--- src/rtl/hazard_ctrl.sv ---
// Pipeline hazard controller for the 5-stage RV32 core.
// Drives PC / IF-ID / ID-EX enables and flushes from load-use hazards,
// EX-stage redirects and data-memory back-pressure, and keeps saturating
// counts of stall cycles and accepted redirects.
module hazard_ctrl #(
    parameter int REG_AW          = 5,
    parameter int LOAD_USE_CYCLES = 1,
    parameter int FLUSH_CYCLES    = 1,
    parameter int CNT_W           = 16
) (
    input  logic              clk,
    input  logic              rst,
    input  logic [REG_AW-1:0] id_rs1,
    input  logic [REG_AW-1:0] id_rs2,
    input  logic [6:0]        opcode_id,
    input  logic [REG_AW-1:0] ex_rd,
    input  logic              ex_load_inst,
    input  logic              modify_pc_ex,
    input  logic              mem_busy,
    output logic              pc_en,
    output logic              if_id_en,
    output logic              if_id_flush,
    output logic              id_ex_en,
    output logic              id_ex_flush,
    output logic              load_stall,
    output logic [CNT_W-1:0]  stall_cnt,
    output logic [CNT_W-1:0]  flush_cnt
);

    localparam int MAX_CYC = (LOAD_USE_CYCLES > FLUSH_CYCLES) ? LOAD_USE_CYCLES : FLUSH_CYCLES;
    localparam int RW      = $clog2(MAX_CYC) + 1;

    typedef enum logic [1:0] {
        RUN    = 2'd0,
        LSTALL = 2'd1,
        FLUSH  = 2'd2
    } state_t;

    state_t          state, state_nxt;
    logic [RW-1:0]   rem, rem_nxt;
    logic            rs1_used, rs2_used, hazard;
    logic            stall_inc, flush_inc;

    // Saturating increment: counters stick at all-ones instead of wrapping.
    function automatic logic [CNT_W-1:0] sat_inc(input logic [CNT_W-1:0] v);
        if (&v) return v;
        return v + CNT_W'(1);
    endfunction

    // Which source registers the ID instruction actually reads; rs2 of an
    // I-type is immediate bits and must never create a hazard.
    always_comb begin
        rs1_used = 1'b0;
        rs2_used = 1'b0;
        case (opcode_id)
            7'b0110011: begin rs1_used = 1'b1; rs2_used = 1'b1; end
            7'b0100011: begin rs1_used = 1'b1; rs2_used = 1'b1; end
            7'b1100011: begin rs1_used = 1'b1; rs2_used = 1'b1; end
            7'b0010011: rs1_used = 1'b1;
            7'b0000011: rs1_used = 1'b1;
            7'b1100111: rs1_used = 1'b1;
            default: ;
        endcase
    end

    // Load in EX writing a register the ID instruction reads (x0 excluded).
    assign hazard = ex_load_inst && (ex_rd != '0) &&
                    ((rs1_used && (ex_rd == id_rs1)) || (rs2_used && (ex_rd == id_rs2)));

    // Next-state and output decode; the first matching condition wins.
    always_comb begin
        state_nxt   = state;
        rem_nxt     = rem;
        stall_inc   = 1'b0;
        flush_inc   = 1'b0;
        pc_en       = 1'b1;
        if_id_en    = 1'b1;
        id_ex_en    = 1'b1;
        if_id_flush = 1'b0;
        id_ex_flush = 1'b0;
        load_stall  = 1'b0;
        if (rst) begin
            pc_en       = 1'b0;
            if_id_en    = 1'b0;
            id_ex_en    = 1'b0;
            if_id_flush = 1'b1;
            id_ex_flush = 1'b1;
            state_nxt   = RUN;
            rem_nxt     = '0;
        end else if (mem_busy) begin
            // Full freeze; a redirect seen now re-presents once EX moves again.
            pc_en    = 1'b0;
            if_id_en = 1'b0;
            id_ex_en = 1'b0;
        end else if (modify_pc_ex) begin
            if_id_flush = 1'b1;
            id_ex_flush = 1'b1;
            flush_inc   = 1'b1;
            if (FLUSH_CYCLES > 1) begin
                state_nxt = FLUSH;
                rem_nxt   = RW'(FLUSH_CYCLES - 1);
            end else begin
                state_nxt = RUN;
                rem_nxt   = '0;
            end
        end else if (state == FLUSH) begin
            // Keep squashing the wrong-path fetches still coming out of IMEM.
            if_id_flush = 1'b1;
            rem_nxt     = rem - RW'(1);
            if (rem == RW'(1)) state_nxt = RUN;
        end else if (state == LSTALL) begin
            pc_en       = 1'b0;
            if_id_en    = 1'b0;
            id_ex_flush = 1'b1;
            load_stall  = 1'b1;
            stall_inc   = 1'b1;
            rem_nxt     = rem - RW'(1);
            if (rem == RW'(1)) state_nxt = RUN;
        end else if (hazard) begin
            pc_en       = 1'b0;
            if_id_en    = 1'b0;
            id_ex_flush = 1'b1;
            load_stall  = 1'b1;
            stall_inc   = 1'b1;
            if (LOAD_USE_CYCLES > 1) begin
                state_nxt = LSTALL;
                rem_nxt   = RW'(LOAD_USE_CYCLES - 1);
            end
        end
    end

    // State, remaining-cycle counter and performance counters.
    always_ff @(posedge clk) begin
        if (rst) begin
            state     <= RUN;
            rem       <= '0;
            stall_cnt <= '0;
            flush_cnt <= '0;
        end else begin
            state <= state_nxt;
            rem   <= rem_nxt;
            if (stall_inc) stall_cnt <= sat_inc(stall_cnt);
            if (flush_inc) flush_cnt <= sat_inc(flush_cnt);
        end
    end

endmodule

--- config.mk ---
export PLATFORM = sky130hd
export DESIGN_NAME = hazard_ctrl
export DESIGN_NICKNAME = d
export VERILOG_FILES = /design/src/rtl/hazard_ctrl.sv
export SDC_FILE = /design/constraint.sdc
export NUM_CORES = 1
export LEC_CHECK = 0
export ABC_CLOCK_PERIOD_IN_PS = 2640
export CAP_MARGIN = 0
export CORE_MARGIN = 2
export CORE_UTILIZATION = 46
export CTS_CLUSTER_SIZE = 16
export DETAILED_ROUTE_END_ITERATION = 8
export GPL_TIMING_DRIVEN = 0
export PLACE_DENSITY = 0.8
export SLEW_MARGIN = 20
export SYNTH_ARGS = -nofsm -noshare
export SYNTH_HDL_FRONTEND = slang
export SYNTH_SLANG_ARGS = --single-unit
--- constraint.sdc ---
create_clock -name clk -period 2.64 [get_ports clk]
set_input_delay 0.528 -clock clk [delete_from_list [all_inputs] [get_ports clk]]
set_output_delay 0.528 -clock clk [all_outputs]
set_load 0.01 [all_outputs]
==> out/qor.yml <==
outcome: "completed"
hp-class: "reg -> reg"
antenna_cells: 0
synth.most_common_cell: "dfxtp_1"
synth_mux_area_frac: 0.0560
synthArstFlopShare: 0
seqCellArea_um2: 641
ys_types: 44
dp_hpwl_mm: 3.75
nFillCells: 361
die_h_um: 69.0
ys_seq_area_frac: 0.329
htree_levels: 2
r2r_cells: 4
synth_cells: 234
routabilityCongestion: 0.794
final_hold_viol_count: 0
ant_nets: 0
p_leak_nw: 0.920
grt_usage: 0.212
synthXorXnorAreaFrac: 0.0856
power_density_mw_per_mm2: 369
finalNonFillerCells: 355
critPathSlowestCell: "nor4_1"
tns_ns: 0
wl_per_cell_um: 14.2
die_area_mm2: 0.00476
cts_buffers: 5
timing.max_cap.violations: 0
grt_setup_unrepaired: "true"
dp.cells: 347
clk_latency_ns: 0.28
grt.busiest_layer: "met2"
min_from: "flush_cnt[6]$_SDFFE_PP0P_"
syn_to_final_growth_pct: 41.6
cp.required_ns: 2.11
path_class: "in -> out"
yosysWarnings: 0
cts_max_path_buffers: 2
dr_total_vias: 2032
syn_area_mm2: 0.00194
cts_tree: "done"
cp_cell_sequence: "dlygate4sd2_1, nor4_1, a221oi_4, nand2b_4, o21a_1, clkdlybuf4s15_1"
setup_violations: 0
max_slew_margin: 0.423
synth-compound-area-share: 0.133
synth_edf_count: 0
wl_mm: 5.04
worst_pin_slew_ns: 0.856
fmax_mhz: 380
synth_top_cell_area_share: 0.329
ir_drop_mv: 0.178
path_max_fanout: 3
power_mw: 1.02
nNetsFinal: 334
critical_path.reg2reg.startpoint: "stall_cnt[7]$_SDFFE_PP0P_"
rows: 23
yosys.area_share.simple: 0.335
first_pass_iters: 4
drc_errors: 0
multi_input_area_mm2: 0.00123
antenna_found_initial: 0
drv_slew: 0
root_buffer: "clkbuf_8"
r2r-end: "stall_cnt[0]$_SDFFE_PP0P_"
synth_commonest_cells: "32 x dfxtp_1, 24 x nor2_1, 20 x nand2_1, 13 x xnor2_1, 11 x nand3_1"
final.period_utilization: 0.998
die_w_um: 69.0
grt.overflow.total: 0
max_stage_delay_ns: 0.60
start_util: 0.483
core_mm2: 0.00403
cp-end-kind: "output port"
period_needed_ns: 2.63
clock_skew_ns: 0.00819
final_core_util: 0.683
cp.arrival_ns: 2.11
clkTransAtPathRegs_ns: 0.07
grt_use_met2: 0.351
grt_pass1_wl_mm: 8.45
avgViaCountPerCell: 5.72
grt.met3_usage: 0.0482
grt_max_degree: 14
drive_gt1_frac: 0.102
synth-seq-cells: 32
min_to: "flush_cnt[6]$_SDFFE_PP0P_"
avgSynthCellArea_um2: 8.31
portBuffers: 63
worstSetupStartpointType: "primary input"
synth_top_family_by_area: "simple AND/OR/NAND/NOR gates"
globalRouteMet1Util: 0.266
synth-adder-area-share: 0.0129
grt_pass1_vias: 1896
synth_fp_nets: 263
clock_sinks: 32
synthFlopType: "dfxtp_1"
reg2reg_setup_slack_ns: 0.51
drt_iter0_drc: 131
yosys.area.top_type: "dfxtp_1"
worstHoldPathCells: 1
ys_top_cells_by_area: "dfxtp_1 33%, xnor2_1 5.9%, nor2_1 4.6%, mux2_2 4.1%, nand2_1 3.9%"
pin_count: 65
## kinds of logic after synthesis
family / Yosys count
compound gates: 32
xor+xnor: 19
fa+ha+maj: 2
buf+inv: 20
flops: 32
mux: 10
simple gates: 119
## registers in the layout, indices dropped and copies added (netlist names)
| signal | flops |
|---|---|
| stall_cnt | 16 |
| flush_cnt | 16 |
## power by group
group / internal, mW / leakage, nW / total, mW / switching, mW
logic: 0.0597 / 0.612 / 0.116 / 0.0562
registers: 0.484 / 0.258 / 0.486 / 0.00150
clock network: 0.232 / 0.0503 / 0.414 / 0.182
## through the flow
| step | hold slack, ns | setup slack (ns) | instance area [µm²] |
|---|---|---|---|
| after global placement | 0.488 | -0.894 | 2640 |
| final | 0.503 | 0.00519 | 2750 |
| after CTS | 0.509 | 0.00467 | 2740 |
| after detailed placement | 0.497 | -0.884 | 2640 |
| after global routing | 0.542 | -0.0351 | 2750 |
| after floorplan | 0.507 | 0.222 | 1940 |
## cells in the final DEF (no fill, tap or decap), types with 4 or more instances in the layout
cell type | Yosys | final
nor2b_1 | 7 | 7
o21ai_0 | 4 | 4
nor4_1 | 8 | 8
clkdlybuf4s50_1 | 0 | 49
clkbuf_8 | 0 | 7
nand4_1 | 10 | 10
xnor2_1 | 13 | 13
xor2_1 | 6 | 6
and2_1 | 4 | 4
nand2_1 | 20 | 20
clkdlybuf4s15_1 | 0 | 4
nor3_1 | 8 | 8
or4_1 | 4 | 4
o41ai_1 | 4 | 4
nor2_1 | 24 | 24
mux2_2 | 7 | 7
clkbuf_1 | 8 | 6
dlygate4sd2_1 | 0 | 9
dfxtp_1 | 32 | 32
o31ai_1 | 4 | 4
a21oi_1 | 8 | 7
inv_1 | 9 | 9
nand3_1 | 11 | 11
## worst max-delay path: cells and delay by family
kind / cells / cell delay, ns
buffers and inverters: 2 / 0.52
AOI/OAI and AO/OA: 2 / 0.33
and+or+nand+nor: 2 / 0.72
## cell type report
| cell class | count | area share |
|---|---|---|
| Buffer | 10 | 0.0209 |
| Clock buffer | 7 | 0.0350 |
| Inverter | 9 | 0.0123 |
| Multi-Input combinational cell | 182 | 0.448 |
| Sequential cell | 32 | 0.233 |
| Tap cell | 50 | 0.0227 |
| Timing Repair Buffer | 65 | 0.229 |
## how the worst max path moves through the flow
stage | startpoint | end
finish | ex_rd[1] | if_id_en
global route | id_rs2[4] | pc_en
CTS | opcode_id[6] | pc_en
detailed placement | ex_rd[3] | pc_en
global placement | ex_rd[3] | pc_en
floorplan | ex_rd[3] | pc_en
## routing by layer
layer	vias up	part of all wire
met5	-	0
met4	0	0.014
met3	9	0.059
met2	80	0.49
met1	944	0.43
li1	999	-
## what timing repair did
action	in CTS	in global routing
hold endpoints to repair	0	0
hold buffers	0	0
endpoints found under the setup margin	4	5
gates resized for setup	21	5
buffers inserted	2	0
pin swaps	6	4
Power figures use the tool's default switching activity.
